==> config.mk <==
export PLATFORM = sky130hd
export DESIGN_NAME = dn_ram_arbiter
export DESIGN_NICKNAME = d
export VERILOG_FILES = /design/src/rtl/dn_ram_arbiter.sv
export SDC_FILE = /design/constraint.sdc
export NUM_CORES = 1
export LEC_CHECK = 0
export ABC_AREA = 1
export CORE_MARGIN = 2
export CORE_UTILIZATION = 36
export CTS_BUF_LIST = sky130_fd_sc_hd__clkbuf_8 sky130_fd_sc_hd__clkbuf_16
export CTS_CLUSTER_SIZE = 25
export DETAILED_ROUTE_END_ITERATION = 10
export GPL_ROUTABILITY_DRIVEN = 1
export GPL_TIMING_DRIVEN = 0
export PLACE_DENSITY = 0.86
export SYNTH_ARGS = -nofsm -noshare
export SYNTH_HDL_FRONTEND = slang
export SYNTH_SLANG_ARGS = --single-unit
==> constraint.sdc <==
create_clock -name clk_sys -period 2.1 [get_ports clk_sys]
set_input_delay 0.63 -clock clk_sys [delete_from_list [all_inputs] [get_ports clk_sys]]
set_output_delay 0.63 -clock clk_sys [all_outputs]
set_load 0.005 [all_outputs]
==> src/rtl/dn_ram_arbiter.sv <==
// Shares one single-port RAM between the CPU and the ioctl download stream via a one-byte holding buffer.
// Optional feature: define DN_CHECKSUM_EN to build the download checksum on dn_sum.
module dn_ram_arbiter #(
  parameter int AW     = 17,
  parameter int INDEX  = 0,
  parameter int STARVE = 4
) (
  input  logic          clk_sys,
  input  logic          reset,
  input  logic          ioctl_download,
  input  logic          ioctl_wr,
  input  logic [24:0]   ioctl_addr,
  input  logic [7:0]    ioctl_dout,
  input  logic [7:0]    ioctl_index,
  output logic          ioctl_wait,
  input  logic          cpu_req,
  input  logic          cpu_we,
  input  logic [AW-1:0] cpu_addr,
  input  logic [7:0]    cpu_din,
  output logic [7:0]    cpu_dout,
  output logic          cpu_wait,
  output logic [AW-1:0] ram_addr,
  output logic [7:0]    ram_din,
  output logic          ram_we,
  input  logic [7:0]    ram_dout,
  output logic          dn_active,
  output logic          dn_done,
  output logic          dn_ovf,
  output logic [7:0]    dn_sum
);

  typedef enum logic [1:0] {IDLE, PEND, FORCE, DRAIN} state_t;

  localparam logic [3:0] STARVE_C = 4'(STARVE);
  localparam logic [7:0] INDEX_C  = 8'(INDEX);

  state_t          state, state_n;
  logic [3:0]      cnt, cnt_n;
  logic            full;
  logic [AW-1:0]   buf_addr;
  logic [7:0]      buf_data;
  logic            index_hit, match, capture, dl_write, cpu_grant;

  assign index_hit = (ioctl_index == INDEX_C);
  assign match     = ioctl_download & ioctl_wr & index_hit & ((ioctl_addr >> AW) == 25'd0);
  assign capture   = match & ~full;
  assign ioctl_wait = full;
  assign cpu_dout  = ram_dout;

  always_ff @(posedge clk_sys or posedge reset) begin
    if (reset) begin
      state <= IDLE;
      cnt   <= '0;
    end else begin
      state <= state_n;
      cnt   <= cnt_n;
    end
  end

  always_comb begin
    state_n   = state;
    cnt_n     = cnt;
    dl_write  = 1'b0;
    cpu_grant = 1'b0;
    cpu_wait  = 1'b0;
    ram_we    = 1'b0;
    ram_addr  = '0;
    ram_din   = '0;
    case (state)
      IDLE: begin
        cpu_grant = cpu_req;
        if (capture) state_n = PEND;
      end
      PEND, DRAIN: begin
        if (!cpu_req) begin
          dl_write = 1'b1;
        end else begin
          cpu_grant = 1'b1;
          cnt_n     = cnt + 4'd1;
          if (cnt_n == STARVE_C) state_n = FORCE;
          else if (!ioctl_download) state_n = DRAIN;
        end
      end
      FORCE: begin
        dl_write = 1'b1;
        cpu_wait = 1'b1;
      end
      default: state_n = IDLE;
    endcase
    // A download write empties the buffer and restarts the starvation count.
    if (dl_write) begin
      state_n  = IDLE;
      cnt_n    = '0;
      ram_we   = 1'b1;
      ram_addr = buf_addr;
      ram_din  = buf_data;
    end else if (cpu_grant) begin
      ram_we   = cpu_we;
      ram_addr = cpu_addr;
      ram_din  = cpu_din;
    end
  end

  always_ff @(posedge clk_sys or posedge reset) begin
    if (reset) begin
      full      <= 1'b0;
      dn_active <= 1'b0;
      dn_done   <= 1'b0;
      dn_ovf    <= 1'b0;
    end else begin
      dn_done <= 1'b0;
      if (capture) full <= 1'b1;
      else if (dl_write) full <= 1'b0;
      if (match && full) dn_ovf <= 1'b1;
      if (ioctl_download && index_hit) begin
        dn_active <= 1'b1;
      end else if (dn_active && !ioctl_download && !full) begin
        dn_active <= 1'b0;
        dn_done   <= 1'b1;
      end
    end
  end

  always_ff @(posedge clk_sys) begin
    if (capture) begin
      buf_addr <= ioctl_addr[AW-1:0];
      buf_data <= ioctl_dout;
    end
  end

`ifdef DN_CHECKSUM_EN
  function automatic logic [7:0] sum8(input logic [7:0] a, input logic [7:0] b);
    return a + b;
  endfunction

  always_ff @(posedge clk_sys or posedge reset) begin
    if (reset) begin
      dn_sum <= '0;
    end else if (ioctl_download && index_hit && !dn_active) begin
      dn_sum <= '0;
    end else if (dl_write) begin
      dn_sum <= sum8(dn_sum, buf_data);
    end
  end
`else
  assign dn_sum = '0;
`endif

endmodule

Word level (Yosys, flattened, before mapping)

Cells that the tools add are included.
W data, S select, Z words.

Register bits: 35
Bits in latches: 0
Bits in writable memories: 0
ROM bits: 0
Input bits: 80
Word-level logic and storage cells: 64
Memories: 0

$add $sub $neg: 1
$mul: 0
Divide/modulo/power cells: 0
Order comparisons: 0
Equality and inequality tests: 7
Shift-type cells: 0
Muxes and demuxes: 26
Bitwise operators: 5
Reductions and logical operators: 17

Operator list:

| cell                  | number |
|---|---|
| $mux W17              | 2 |
| $logic_not A25 Y1     | 1 |
| $mux W8               | 2 |
| $mux W4               | 3 |
| $mux W1               | 11 |
| $mux W2               | 5 |
| $logic_not A8 Y1      | 1 |
| $reduce_bool A2 Y1    | 4 |
| $ne A3 B3 Y1 const B  | 2 |
| $add A4 B1 Y4 const B | 1 |
| $and A1 B1 Y1         | 4 |
| $eq A2 B2 Y1 const B  | 2 |
| $eq A4 B3 Y1 const B  | 1 |
| $logic_and A1 B1 Y1   | 4 |
| $ne A4 B4 Y1 const B  | 1 |
| $pmux W1 S2           | 2 |
| $pmux W2 S2           | 1 |
| $reduce_and A4 Y1     | 1 |
| $reduce_bool A3 Y1    | 1 |
| $eq A2 B1 Y1 const B  | 1 |
| $logic_not A1 Y1      | 2 |
| $logic_not A2 Y1      | 1 |
| $reduce_and A2 Y1     | 1 |
| $reduce_or A2 Y1      | 1 |
| $not A1 Y1            | 1 |

Depth between registers and ports, before layout

Gate-level depths: netlist of run 1.

Depth after elaboration: 7
Depth in mapped cells: 6
Depth with buffers taken out: 6

Least setup slack after synthesis of run 1

Ideal clock, no wire load.

Path kind: input port to flip-flop
Start: input ioctl_index[2]
End: register buf_addr[0], enable pin
Setup time: 0.380 ns
Arrival: 1.547 ns
Setup slack: 0.173 ns
Cell stages on the path: 5
Cell sequence: nor2_1 -> nand3_1 -> nor2_1 -> nand3_1 -> inv_1

Longest elaborated chain between the ends: 4

Ends and longest elaborated chain:

| what                       | RTL line | text |
|---|---|---|
| from (decl)                | 14       | `input logic [7:0] ioctl_index,` |
| $logic_not A8 Y1           | 44       | `assign index_hit = (ioctl_index == INDEX_C);` |
| $and A1 B1 Y1 (2 in a row) | 45       | `assign match = ioctl_download & ioctl_wr & index_hit & ((ioctl_addr >> AW) == 25'd0);` |
| $and A1 B1 Y1              | 46       | `assign capture = match & ~full;` |
| via capture                | 42       | `logic index_hit, match, capture, dl_write, cpu_grant;` |
| to (signal assigned)       | 126      | `buf_addr <= ioctl_addr[AW-1:0];` |
| to (decl)                  | 40       | `logic [AW-1:0] buf_addr;` |

The timed path passes the listed nets, and every way through them passes these cells.
A chain may end at the register's enable or synchronous reset.

Worst setup path in the final report of run 1

Start: register state[0]
End: output ram_addr[2]

Longest elaborated chain between the ends: 5
Elaborated cells between the ends (all ways): 9
Classes of those cells: eq/ne (3); mux (4); reduce/logical (2)

Ends and longest elaborated chain:

| what                                                | RTL line | text |
|---|---|---|
| from (decl)                                         | 37       | `state_t state, state_n;` |
| from (signal assigned)                              | 55       | `state <= state_n;` |
| $eq A2 B1 Y1 / $eq A2 B2 Y1 (equally long branches) | 69       | `case (state)` |
| $reduce_or A2 Y1                                    | 69       |  |
| $pmux W1 S2                                         | 69       |  |
| $mux W17                                            | 97       | `end else if (cpu_grant) begin` |
| $mux W17 (*)                                        | 91       | `if (dl_write) begin` |
| to (decl)                                           | 22       | `output logic [AW-1:0] ram_addr,` |

Every way passes the cells marked *; elsewhere a longest branch is shown, timed or not.

==> flow_metrics.env, run 1 <==
export IMPL_status="finished with violations"
export IMPL_failed_checks="negative setup slack"
export IMPL_start_kind="flip-flop"
export IMPL_intPower_w=0.00168
export IMPL_hold_path_class="flip-flop to flip-flop"
export IMPL_vias=1669
export IMPL_ant_nets=0
export IMPL_grt_overflow=0
export IMPL_yosys_warnings=0
export IMPL_rr_worst_depth=8
export IMPL_cts_path_max_buffers=2
export IMPL_ys_flop_type="edfxtp_1"
export IMPL_io_pins=127
export IMPL_drt_total_wl_mm=5.24
export IMPL_first_global_vias=1749
export IMPL_clockPowerShare_pct=25.2
export IMPL_grt_max_degree=14
export IMPL_cts_buffers=5
export IMPL_p_sw_share_pct=27.4
export IMPL_place_gp_congestion=0.786
export IMPL_viasPerCell=4.92
export IMPL_start_util_pct=38.1
export IMPL_die_w_um=72.6
export IMPL_core_area_um2=4440
export IMPL_synthCells=139
export IMPL_area_growth_pct=84.8
export IMPL_p_comb_share_pct=38.9
export IMPL_root_buffer="clkbuf_8"
export IMPL_grt_pass1_wl_mm=8.19
export IMPL_grt_usage_pct=20.8
export IMPL_wl_per_cell_um=15.5
export IMPL_switchingPower_w=0.000635
export IMPL_ys_async_sr_fraction_pct=28.6
export IMPL_drive_above_1_share_pct=31.4
export IMPL_seqPwrFrac_pct=35.9
export IMPL_dieArea_um2=5270
export IMPL_power_density_nw_per_um2=739
export IMPL_required_ns=1.47
export IMPL_peakVddDrop_uv=518
export IMPL_max_freq_ghz=0.447
export IMPL_finalCriticalPeriod_ns=2.24
export IMPL_route_detailed_drc=0
export IMPL_fin_worst_hold_slack_ns=0.486
export IMPL_total_power_w=0.00232
export IMPL_yosys_register_bits=35
export IMPL_hold_viol=0
export IMPL_num_antenna_cells=0
export IMPL_fill_cells=325
export IMPL_setup_viol=25
export IMPL_yosys_area_top_type="edfxtp_1"
export IMPL_skew_ns=0.00501
export IMPL_netlist_area_leader_share_pct=44.3
export IMPL_setup_ws_ns=-0.138
export IMPL_nNetsFinal=367
export IMPL_power_leakage_nw=1.31
export IMPL_drtIter0Drc=63
export IMPL_slew_viol_final=0
export IMPL_clkLatencyLatePin_ns=0.28
export IMPL_syn_avg_cell_area_um2=12.2
export IMPL_htreeDepth=2
export IMPL_synth_edff_count=25
export IMPL_hold_path_cell_count=1
export IMPL_final_period_utilization_pct=107
export IMPL_fp_dieH_um=72.6
export IMPL_drt_first_pass_iters=4
export IMPL_cts_tree="built"
export IMPL_fin_util_pct=70.5
export IMPL_port_buffers=110
export IMPL_path_class="flip-flop to primary output"
export IMPL_ys_types=23
export IMPL_synth_area_leaders="edfxtp_1 (44%), a32o_1 (15%), dfrtp_1 (15%), buf_4 (7.1%), inv_1 (2.7%)"
export IMPL_yosysMostFrequentCell="a32o_1"
export IMPL_worstSetupEndpointType="primary output"
export IMPL_cts_clk_slew_worst_paths_ns=0.07
export IMPL_clock_sinks=35
export IMPL_synth_cell_area_um2=1700
export IMPL_drv_cap=0
export IMPL_num_rows=24
export IMPL_rsz0062_at_grt="yes"
export IMPL_critPathMaxFanout=5
export IMPL_arrival_ns=1.61
export IMPL_antenna_found_initial=0
export IMPL_place_hpwl_mm=3.49
export IMPL_seq_area_frac_synth_pct=59.0
export IMPL_synth_common_cells="a32o_1 (26), edfxtp_1 (25), buf_4 (16)"
[per-layer routing]
metal  routed length, um  up-vias  track usage (%)
met1                2020      768             22.6
met5                   0        -                0
met3                 413       20             6.08
met4                 200        0             10.3
li1                    -      790                -
met2                2600       91             36.8
[per-stage QoR]
stage	std cells	TNS (ns)	setup WS [ns]	area, um2
floorplan	146	0	0.173	1720
global placement	308	-39.77	-0.922	2890
detailed placement	308	-40.11	-0.937	2890
CTS	335	-1.76	-0.106	3090
global route	339	-2.82	-0.194	3130
finish	339	-1.51	-0.138	3130
[cell type report]
type / instances / area (um2) / area share, %
clock buffer: 5 / 68.8 / 2.20
clock inverter: 3 / 38.8 / 1.24
timing repair buffer: 132 / 1180 / 37.8
tap: 52 / 65.1 / 2.08
sequential: 35 / 1000 / 31.9
buffer: 22 / 178 / 5.67
timing repair inverter: 2 / 15.0 / 0.479
multi-input combinational: 73 / 522 / 16.7
inverter: 15 / 60.1 / 1.92
[state kept, by name (all words and copies together) (netlist names)]
register / flops
buf_addr: 17
buf_data: 8
cnt: 4
dn_active: 1
dn_done: 1
dn_ovf: 1
ioctl_wait: 1
state: 2
[worst paths after layout]
check,to,from,slack [ns]
setup / recovery,ram_addr[2],state[0],-0.14
hold / removal,dn_ovf,dn_ovf,0.49
setup reg to reg,ioctl_wait,state[0],0.80
hold reg to reg,dn_ovf,dn_ovf,0.49
max in group asynchronous,state[1],reset,1.21
min in group asynchronous,dn_done,reset,0.61
[cell usage in the layout, fill, tap and decap left out, types with 2 or more instances in the layout]
cell | netlist | routed
a21oi_1 | 2 | 2
nor2_1 | 11 | 10
nand3_1 | 5 | 3
conb_1 | 1 | 8
nand2_1 | 8 | 8
clkbuf_8 | 0 | 5
buf_2 | 5 | 28
a32o_1 | 26 | 26
inv_2 | 3 | 3
edfxtp_1 | 25 | 25
buf_12 | 0 | 2
buf_4 | 16 | 28
o21ai_1 | 3 | 3
dfrtp_1 | 10 | 10
clkinvlp_4 | 0 | 3
clkdlybuf4s50_1 | 0 | 82
buf_6 | 2 | 13
inv_1 | 12 | 11
o22ai_1 | 2 | 2
[power by group through the flow]
| stage | Sequential (W) | Clock [W] | Combinational (W) |
|---|---|---|---|
| after detailed placement | 0.000849 | 0 | 0.000789 |
| after floorplan | 0.000841 | 0 | 0.000365 |
| final | 0.000832 | 0.000583 | 0.000900 |
| after global routing | 0.000835 | 0.000617 | 0.000981 |
| after global placement | 0.000846 | 0 | 0.000780 |
| after CTS | 0.000831 | 0.000588 | 0.000878 |
[cell families (layout without fill, tap and decap cells)]
| family | after synthesis | after routing | share of synthesized area (%) |
|---|---|---|---|
| AOI/OAI and AO/OA | 37 | 37 | 19.6 |
| xor gates and xnor gates | 1 | 1 | 0.517 |
| adders and majority gates | 1 | 1 | 0.738 |
| buffers and inverters | 38 | 179 | 13.2 |
| DFF | 35 | 35 | 59.0 |
| other | 1 | 8 | 0.221 |
| and+or+nand+nor | 26 | 26 | 6.64 |
[critical path: stages (launching register included)]
cell	delay (ns)
dfrtp_1	0.37
inv_2	0.08
nand2_4	0.11
o21ai_4	0.08
buf_6	0.13
buf_6	0.11
buf_6	0.12
a32o_1	0.21
buf_2	0.12
[timing repair]
action	4_1_cts	5_1_grt
gates cloned	2	1
setup buffers	17	4
resized for setup	127	11
endpoints found under the setup margin	52	51
pin swaps	3	12
hold buffers	0	0
Power figures use the tool's default switching activity.
==> run 2, diff against run 1 <==
--- a/config.mk
+++ b/config.mk
@@ -6,6 +6,7 @@
 export NUM_CORES = 1
 export LEC_CHECK = 0
 export ABC_AREA = 1
+export CAP_MARGIN = 0
 export CORE_MARGIN = 2
 export CORE_UTILIZATION = 36
 export CTS_BUF_LIST = sky130_fd_sc_hd__clkbuf_8 sky130_fd_sc_hd__clkbuf_16
==> results of run 2 <==
Final layout, timing and power as in run 1 (identical DEF).
